## src/rtl/instr_loader_pkg.sv

```systemverilog
// Shared processor definitions for the instruction loader.
// Holds the loader state encoding and the instruction word geometry.
package instr_loader_pkg;

    typedef enum logic [1:0] {
        S_IDLE    = 2'd0,
        S_COLLECT = 2'd1,
        S_WRITE   = 2'd2,
        S_DONE    = 2'd3
    } ldr_state_e;

    localparam int BYTES_PER_WORD = 4;

endpackage

```

## src/rtl/instr_loader.sv

```systemverilog
// Byte-stream instruction loader: assembles big-endian bytes into
// 32-bit words and writes them to instruction memory, holding the core.
module instr_loader
    import instr_loader_pkg::*;
#(
    parameter int          ADDR_W    = 8,
    parameter logic [31:0] BASE_ADDR = 32'h0000_0000
) (
    input  logic              clock,
    input  logic              reset,
    input  logic              start,
    input  logic [ADDR_W-1:0] word_count,
    input  logic [7:0]        byte_in,
    input  logic              byte_valid,
    output logic              byte_ready,
    output logic              imem_wr_en,
    output logic [31:0]       imem_wr_addr,
    output logic [31:0]       imem_wr_data,
    output logic              core_hold,
    output logic              done
);

    localparam logic [1:0]        LAST_BYTE = 2'(BYTES_PER_WORD - 1);
    localparam logic [ADDR_W-1:0] ONE       = ADDR_W'(1);

    ldr_state_e        state_q, state_d;
    logic [ADDR_W-1:0] count_q, count_d;
    logic [ADDR_W-1:0] index_q, index_d;
    logic [1:0]        byte_cnt_q, byte_cnt_d;
    logic [31:0]       asm_q, asm_d;

    // Next-state, datapath updates and Moore outputs.
    always_comb begin
        state_d      = state_q;
        count_d      = count_q;
        index_d      = index_q;
        byte_cnt_d   = byte_cnt_q;
        asm_d        = asm_q;
        byte_ready   = 1'b0;
        imem_wr_en   = 1'b0;
        imem_wr_addr = 32'h0;
        imem_wr_data = 32'h0;
        core_hold    = 1'b1;
        done         = 1'b0;
        unique case (state_q)
            S_IDLE: begin
                core_hold = 1'b0;
                if (start) begin
                    count_d    = word_count;
                    index_d    = '0;
                    byte_cnt_d = '0;
                    state_d    = (word_count == '0) ? S_DONE : S_COLLECT;
                end
            end
            S_COLLECT: begin
                byte_ready = 1'b1;
                if (byte_valid) begin
                    asm_d      = {asm_q[23:0], byte_in};
                    byte_cnt_d = byte_cnt_q + 2'd1;
                    if (byte_cnt_q == LAST_BYTE) begin
                        state_d = S_WRITE;
                    end
                end
            end
            S_WRITE: begin
                imem_wr_en   = 1'b1;
                imem_wr_data = asm_q;
                imem_wr_addr = BASE_ADDR
                             + 32'(index_q) * 32'(BYTES_PER_WORD);
                if (index_q == count_q - ONE) begin
                    state_d = S_DONE;
                end else begin
                    index_d = index_q + ONE;
                    state_d = S_COLLECT;
                end
            end
            S_DONE: begin
                done    = 1'b1;
                state_d = S_IDLE;
            end
            default: begin
                state_d = S_IDLE;
            end
        endcase
    end

    // State and datapath registers; reset abandons any partial load.
    always_ff @(posedge clock or posedge reset) begin
        if (reset) begin
            state_q    <= S_IDLE;
            count_q    <= '0;
            index_q    <= '0;
            byte_cnt_q <= '0;
            asm_q      <= '0;
        end else begin
            state_q    <= state_d;
            count_q    <= count_d;
            index_q    <= index_d;
            byte_cnt_q <= byte_cnt_d;
            asm_q      <= asm_d;
        end
    end

endmodule
```

## config.mk

```make
export PLATFORM = sky130hd
export DESIGN_NAME = instr_loader
export DESIGN_NICKNAME = d
export VERILOG_FILES = /design/src/rtl/instr_loader_pkg.sv /design/src/rtl/instr_loader.sv
export SDC_FILE = /design/constraint.sdc
export NUM_CORES = 1
export LEC_CHECK = 0
export CORE_MARGIN = 5
export CORE_UTILIZATION = 47
export DETAILED_ROUTE_END_ITERATION = 8
export PLACE_DENSITY = 0.8
export RECOVER_POWER = 50
export SLEW_MARGIN = 10
export SYNTH_ARGS = -nofsm -noshare
export SYNTH_HDL_FRONTEND = slang
export SYNTH_SLANG_ARGS = --single-unit
```

## constraint.sdc

```tcl
create_clock -name clock -period 2.76 [get_ports clock]
set_clock_uncertainty 0.05 [all_clocks]
set_input_delay 0.828 -clock clock [delete_from_list [all_inputs] [get_ports clock]]
set_output_delay 0.828 -clock clock [all_outputs]
set_load 0.005 [all_outputs]
```

======== After elaboration in Yosys (flattened, before gate mapping) ========
Index checks and enable logic that the tools add are counted.
cells by class
  $add $sub $neg .......................... 3
  multiply operators ...................... 0
  divide/modulo/power cells ............... 0
  magnitude comparators ................... 0
  equality and inequality tests ........... 9
  shifts and indexed selects .............. 0
  multiplexer cells ....................... 18
  bitwise gates (word level) .............. 0
  reduce and logical (&&, ||, !) cells .... 9
operators with widths
  cell                                                  number
  2-to-1 mux 32 bit                                     1
  2-to-1 mux 8 bit                                      2
  case mux 8 bit (2 select lines)                       1
  2-to-1 mux 2 bit                                      7
  2-to-1 mux 10 bit                                     1
  AND reduction 3 bit                                   3
  adder 8 x 1 -> 8 bit (second input constant)          1
  equality test 8 bit                                   1
  zero test 8 bit                                       1
  != test 2 bit (second input constant)                 4
  case mux 2 bit (4 select lines)                       1
  subtractor 8 x 1 -> 8 bit (second input constant)     1
  equality test 2 bit (second input constant)           3
  2-to-1 mux 1 bit                                      4
  case mux 2 bit (2 select lines)                       1
  AND reduction 2 bit                                   2
  nonzero test 2 bit                                    2
  adder 2 x 1 -> 2 bit (second input constant)          1
  equality test 2 x 1 -> 1 bit (second input constant)  1
  zero test 2 bit                                       1
storage, ports and cells
  register bits ........................... 52
  bits in latches ......................... 0
  bits in writable memories ............... 0
  ROM bits ................................ 0
  bits of input ports ..................... 20
  output and inout bits ................... 68
  word-level logic and storage cells ...... 44
  memories ................................ 0

======== Logic depth before layout (Yosys ltp) ========
Gate-level depths: netlist (run 1).
  word-level depth ........................ 4
  gate-level depth with buffers ........... 9

======== Worst setup path after synthesis (run 1) ========
No wires, ideal clock.
  kind .................................... flip-flop to flip-flop
  start point ............................. register count_q[0]
  end point ............................... register index_q[0]
  arrival ................................. 2.134 ns
  required time ........................... 2.581 ns
  slack ................................... 0.447 ns
  stages on the path, launching flop included .. 10
  period minus slack after synthesis ...... 2.313 ns
  cells stage by stage .................... dfrtp_1 inv_1 ha_1 nor3b_1 nand2_1 a211o_1 a2111oi_4 buf_6 nand2b_1 o21ai_1
on the way
  longest elaborated chain between the ends .. 4
ends and longest elaborated chain
  item                                  RTL line            RTL
  from (decl)                           instr_loader.sv:27  logic [ADDR_W-1:0] count_q, count_d;
  from (signal assigned)                instr_loader.sv:97  count_q <= count_d;
  subtractor 8 x 1 -> 8 bit             instr_loader.sv:70  if (index_q == count_q - ONE) begin
  equality test 8 bit                   instr_loader.sv:70
  != test 2 bit (no source line)        -
  AND reduction 3 bit (no source line)  -
  to (signal assigned)                  instr_loader.sv:98  index_q <= index_d;
  to (decl)                             instr_loader.sv:28  logic [ADDR_W-1:0] index_q, index_d;
Every way passes these cells.
A chain may end at the register's enable or synchronous reset.

======== Worst setup path after layout (run 1) ========
  start point ............................. register state_q[0]
  end point ............................... output port imem_wr_data[31]
on the way
  longest elaborated chain between the ends .. 2
ends and longest elaborated chain
  item                    RTL line            RTL
  from (decl)             instr_loader.sv:26  ldr_state_e state_q, state_d;
  from (signal assigned)  instr_loader.sv:96  state_q <= state_d;
  equality test 2 bit     instr_loader.sv:45  unique case (state_q)
  2-to-1 mux 32 bit       instr_loader.sv:45
  to (decl)               instr_loader.sv:18  output logic [31:0] imem_wr_data,
Every way passes these cells.

==> results_dict.tcl, run 1 <==
set metrics [dict create \
    peakVddDrop_uv 485 \
    ys_seq_area_frac 0.453 \
    synth_top_area_share 0.453 \
    detailed_place_hpwl_um 4360 \
    power_leakage_nw 1.61 \
    cts_tree "built" \
    cts_max_level 2 \
    synth_ff_type "dfrtp_1" \
    drt_iter0_drc 113 \
    critPathCapture "imem_wr_data[31]" \
    final_net_count 366 \
    syn_to_final_growth_pct 27.1 \
    r2r_cells 7 \
    reg2reg_to "index_q[5]" \
    ff2ff_setup_slack_ns 0.28 \
    design_area_um2 3650 \
    slew_viol_final 0 \
    cts_hold_buf 0 \
    slowest_delay_ns 0.53 \
    die_h_um 88.1 \
    whs_ns 0.454 \
    pin_count 88 \
    setup_ws_ns 0.0879 \
    tns_ns 0 \
    grt_max_degree 33 \
    synth_enable_flop_cells 0 \
    syn_inst 278 \
    cts.sinks 52 \
    worst-path-buf-inv 2 \
    numCtsBuffers 5 \
    path_clk_slew_ns 0.09 \
    drtAntennaViolNets 0 \
    critPathCaptureType "output pin" \
    grt_pass1_wl_um 9500 \
    initial_utilization 0.485 \
    relSlewSlack 0.273 \
    syn_avg_cell_area_um2 10.3 \
    worstPathCellList "nor2b_4, buf_12, and2_1, clkdlybuf4s50_1" \
    yosys.area_share.simple 0.211 \
    reg2reg_from "count_q[2]" \
    ys_ff_latch 52 \
    die_x_um 88.1 \
    synth_xor_area_frac 0.0275 \
    synth_area_um2 2870 \
    synth_top_area_cell "dfrtp_1" \
    hold_class "register to register" \
    yosys-top-cells-count "dfrtp_1 (52), and2_1 (45), mux2_2 (32)" \
    finalHoldViolCount 0 \
    holdPathStages 1 \
    antenna_cells 0 \
    report.power.total_w 0.00320 \
    fin_crit_ns 2.67 \
    io_buffer_count 63 \
    path_max_fanout 32 \
    rows 28 \
    grt_overflow 0 \
    die-area_um2 7770 \
    place_area_um2 3530 \
    crit_path_start "state_q[0]" \
    synthAdderAreaFrac 0.0131 \
    clk_latency_ns 0.30 \
    core-area_um2 5920 \
    cp.arrival_ns 1.79 \
    finalSetupViolCount 0 \
    place_congestion 0.891 \
    synth_top_family_by_area "simple AND/OR/NAND/NOR gates" \
    drc_errors 0 \
    min_period_over_period 0.968 \
    required_ns 1.88 \
    viasPerCell 4.97 \
    synth_compound_area_frac 0.0798 \
    yosysMostFrequentCell "dfrtp_1" \
    route.vias.total 2083 \
    grtUsageTotal 0.156 \
    synthTopCellsByArea "dfrtp_1 (45%), mux2_2 (13%), and2_1 (9.8%)" \
    cts_max_path_buffers 2 \
    detail_route.wl_per_cell_um 14.1 \
    dr.pass1.iters 4 \
    p_per_area_nw_per_um2 878 \
    grt_setup_unrepaired "false" \
    critical_path_depth 4 \
    grt_pass1_vias 2027 \
    worstMarginPinSlew_ns 1.09 \
    synth.yosys.warnings 0 \
    fmax_ghz 0.374 \
    status "complete, no violations" \
    crit_type "register to output pin" \
    place_ws_ns 0.165 \
    drv_cap 0 \
    async_flop_share 1.00 \
    worst_setup_path_start_kind "register" \
    crit_family "buffers and inverters" \
    synthMuxAreaShare 0.126 \
    yosysUniqueCellTypes 39 \
    cts_root_buf "clkbuf_8" \
    critPathSlowestCell "clkdlybuf4s50_1" \
    drt_wl_total_um 5890 \
    antenna_found_initial 0 \
    drive_gt1_frac 0.169 \
]
==> through the flow <==
step	utilization	std cells
3_3_place_gp	0.596	410
2_1_floorplan	-	301
5_1_grt	0.616	419
4_1_cts	0.614	418
6_report	0.616	419
3_5_place_dp	0.596	410
==> metal layers <==
layer  global-route usage  wire, µm  up-vias
li1                     -         -     1015
met1                0.199      2610      989
met2                0.236      2640       73
met3               0.0677       580        6
met4               0.0577        62        0
met5                    0         0        -
==> what timing repair did <==
item                       4_1_cts  5_1_grt
setup endpoints to repair        0       43
resized for setup                0        4
setup buffers                    0        1
==> registers in the layout, indices dropped and copies added, names as in the netlist <==
name	cells
asm_q	32
count_q	8
index_q	8
byte_cnt_q	2
state_q	2
==> cell type report <==
class                      instances  area (µm²)
timing repair buffer              71         714
tap                               75        93.8
multi-input combinational        208        1410
inverter                           5        18.8
clock buffer                       6        72.6
sequential                        52        1300
clock inverter                     2        35.0
fill                             509        2270
==> cell usage in the layout (no fill, tap or decap), drive strengths merged, types with 7 or more instances in the layout <==
cell type      count
mux2              32
dfrtp             52
a21oi              7
and2              45
clkdlybuf4s50     59
nand2             27
buf                7
clkbuf             7
conb              24
nand3              8
nor2               9
o21ai             12
==> power by group <==
part / switching, W / internal [W]
combinational: 0.000552 / 0.000762
sequential: 0.000274 / 0.00110
clock: 0.000244 / 0.000269
total: 0.00107 / 0.00214
==> kinds of logic after synthesis <==
family	after synthesis
other	1
AO/OA/AOI/OAI	29
XOR/XNOR	9
AND/OR/NAND/NOR	111
multiplexers	32
adder cells (fa/ha/maj)	3
flip-flops	52
buffers and inverters	41
==> how the worst min path moves through the flow <==
stage                     slack, ns  startpoint    endpoint
after floorplan                0.42  count_q[7]  count_q[7]
after global placement         0.43   asm_q[24]   asm_q[24]
after detailed placement       0.44   asm_q[29]   asm_q[29]
after CTS                      0.46   asm_q[29]   asm_q[29]
after global routing           0.47   asm_q[25]   asm_q[25]
final                          0.45   asm_q[29]   asm_q[29]
(Power assumes the default switching activity.)
==> run 2, diff against run 1 <==
Settings changed: CAP_MARGIN from default to 25.
==> results of run 2 <==
The final DEF is identical to that of run 1; final timing and power are the same.
==> run 3, diff against run 2 <==
Settings changed: CORE_UTILIZATION 47 to 30, HOLD_SLACK_MARGIN from default to 0.08, PLACE_DENSITY 0.8 to 0.55.
==> results_dict.tcl, run 3 (synthesis results as in run 1) <==
set metrics [dict create \
    route.vias.total 2114 \
    syn_to_final_growth_pct 30.3 \
    cts_hold_buf 0 \
    cts.sinks 52 \
    reg.largest.list "asm_q: 32 flops, count_q: 8 flops, index_q: 8 flops" \
    peakVddDrop_uv 384 \
    cts_max_level 2 \
    grtUsageTotal 0.111 \
    detailed_place_hpwl_um 4590 \
    grt_setup_unrepaired "false" \
    power_leakage_nw 1.61 \
    antenna_cells 0 \
    fin_crit_ns 2.64 \
    place_congestion 0.779 \
    worstMarginPinSlew_ns 0.844 \
    drt_wl_total_um 6350 \
    finalHoldViolCount 0 \
    grt_max_degree 36 \
    hold_class "register to register" \
    crit_family "buffers and inverters" \
    worst_setup_path_start_kind "register" \
    cts_max_path_buffers 2 \
    required_ns 1.88 \
    detail_route.wl_per_cell_um 13.3 \
    relSlewSlack 0.437 \
    drtAntennaViolNets 0 \
    clk_latency_ns 0.30 \
    final_net_count 369 \
    dr.pass1.iters 3 \
    final_common_cell "clkdlybuf4s50_1" \
    max_flop_register "asm_q" \
    pin_count 88 \
    die_x_um 108 \
    die_h_um 108 \
    drc_errors 0 \
    drt_iter0_drc 52 \
    cts_tree "built" \
    drv_cap 0 \
    grt_overflow 0 \
    drive_gt1_frac 0.179 \
    critPathSlowestCell "clkdlybuf4s50_1" \
    top_layer "met4" \
    grt_pass1_vias 2160 \
    grt_pass1_wl_um 10600 \
    critPathCaptureType "output pin" \
    core-area_um2 9280 \
    initial_utilization 0.309 \
    worst-path-buf-inv 2 \
    path_clk_slew_ns 0.10 \
    io_buffer_count 63 \
    crit_type "register to output pin" \
    rows 35 \
    fill_cells 945 \
    dr_wl_met2_um 2900 \
    slew_viol_final 0 \
    finalSetupViolCount 0 \
    cts_root_buf "clkbuf_8" \
    path_max_fanout 33 \
    largest_register_ffs 32 \
    tns_ns 0 \
    fmax_ghz 0.379 \
    whs_ns 0.455 \
    fin_util 0.403 \
    cp.arrival_ns 1.76 \
    status "complete, no violations" \
    min_period_over_period 0.957 \
    slowest_delay_ns 0.52 \
    antenna_found_initial 0 \
    p_per_area_nw_per_um2 873 \
    viasPerCell 4.44 \
    met3_length_um 610 \
    final_cell_mix "clkdlybuf4s50_1 (60), dfrtp_1 (50), and2_1 (44)" \
    numCtsBuffers 5 \
    wl_met1_um 2770 \
    worstPathCellList "nor2b_4, buf_12, and2_1, clkdlybuf4s50_1" \
    die-area_um2 11600 \
]
[run 3: changes by cell type in the layout (fill, tap and decap cells not counted)]
cell / delta
inv_6: +1
clkbuf_2: +1
clkbuf_1: -1
buf_4: +3
clkinv_2: -1
clkdlybuf4s50_1: +1
dlymetal6s2s_1: -1
[run 3: metal layers]
metal	vias to the layer above	global-route usage
met4	0	0.0280
met3	8	0.0510
met5	-	0
met1	1014	0.140
met2	69	0.172
li1	1023	-
[run 3: final timing paths]
path	to	slack [ns]	start	cells past startpoint
max	imem_wr_data[23]	0.12	state_q[0]	4
min	asm_q[29]	0.45	asm_q[29]	1
max reg2reg	index_q[4]	0.28	count_q[2]	7
min reg2reg	asm_q[29]	0.45	asm_q[29]	1
max in group asynchronous	asm_q[31]	0.92	reset	3
min in group asynchronous	count_q[5]	1.06	reset	2
[run 3: repair_timing]
action                     CTS  global route
buffers inserted             0             4
cloned                       0             0
setup endpoints to repair   16            40
resized for setup            2             1
hold endpoints to repair     0             0
[run 3: layout make-up]
type,instances,area (µm²),area share
inverters,5,18.8,0.00502
multi-input cells,208,1410,0.377
flip-flops and latches,52,1300,0.348
clock buffers,6,72.6,0.0194
well taps,129,161,0.0431
clock inverters,2,38.8,0.0104
repair buffers,74,736,0.197
[run 3: report_power, final]
part	switching [W]	total (W)	internal, W
Combinational	0.000571	0.00136	0.000785
Clock	0.000265	0.000540	0.000275
Sequential	0.000269	0.00137	0.00110
Total	0.00110	0.00327	0.00216
[run 3: metrics by stage]
step / std cells / instance area [µm²] / power (W) / setup WS (ns)
2_1_floorplan: 301 / 2960 / 0.00223 / 0.447
3_3_place_gp: 464 / 3610 / 0.00271 / 0.252
3_5_place_dp: 464 / 3610 / 0.00274 / 0.224
4_1_cts: 472 / 3720 / 0.00329 / 0.00851
5_1_grt: 476 / 3740 / 0.00354 / 0.00773
6_report: 476 / 3740 / 0.00327 / 0.120
[run 3: worst register-to-register path: cells and delay by family, from the launching register on]
family	cells	cell delay [ns]
simple gates	2	0.93
flops	1	0.44
compound gates	4	0.79
buf+inv	1	0.20
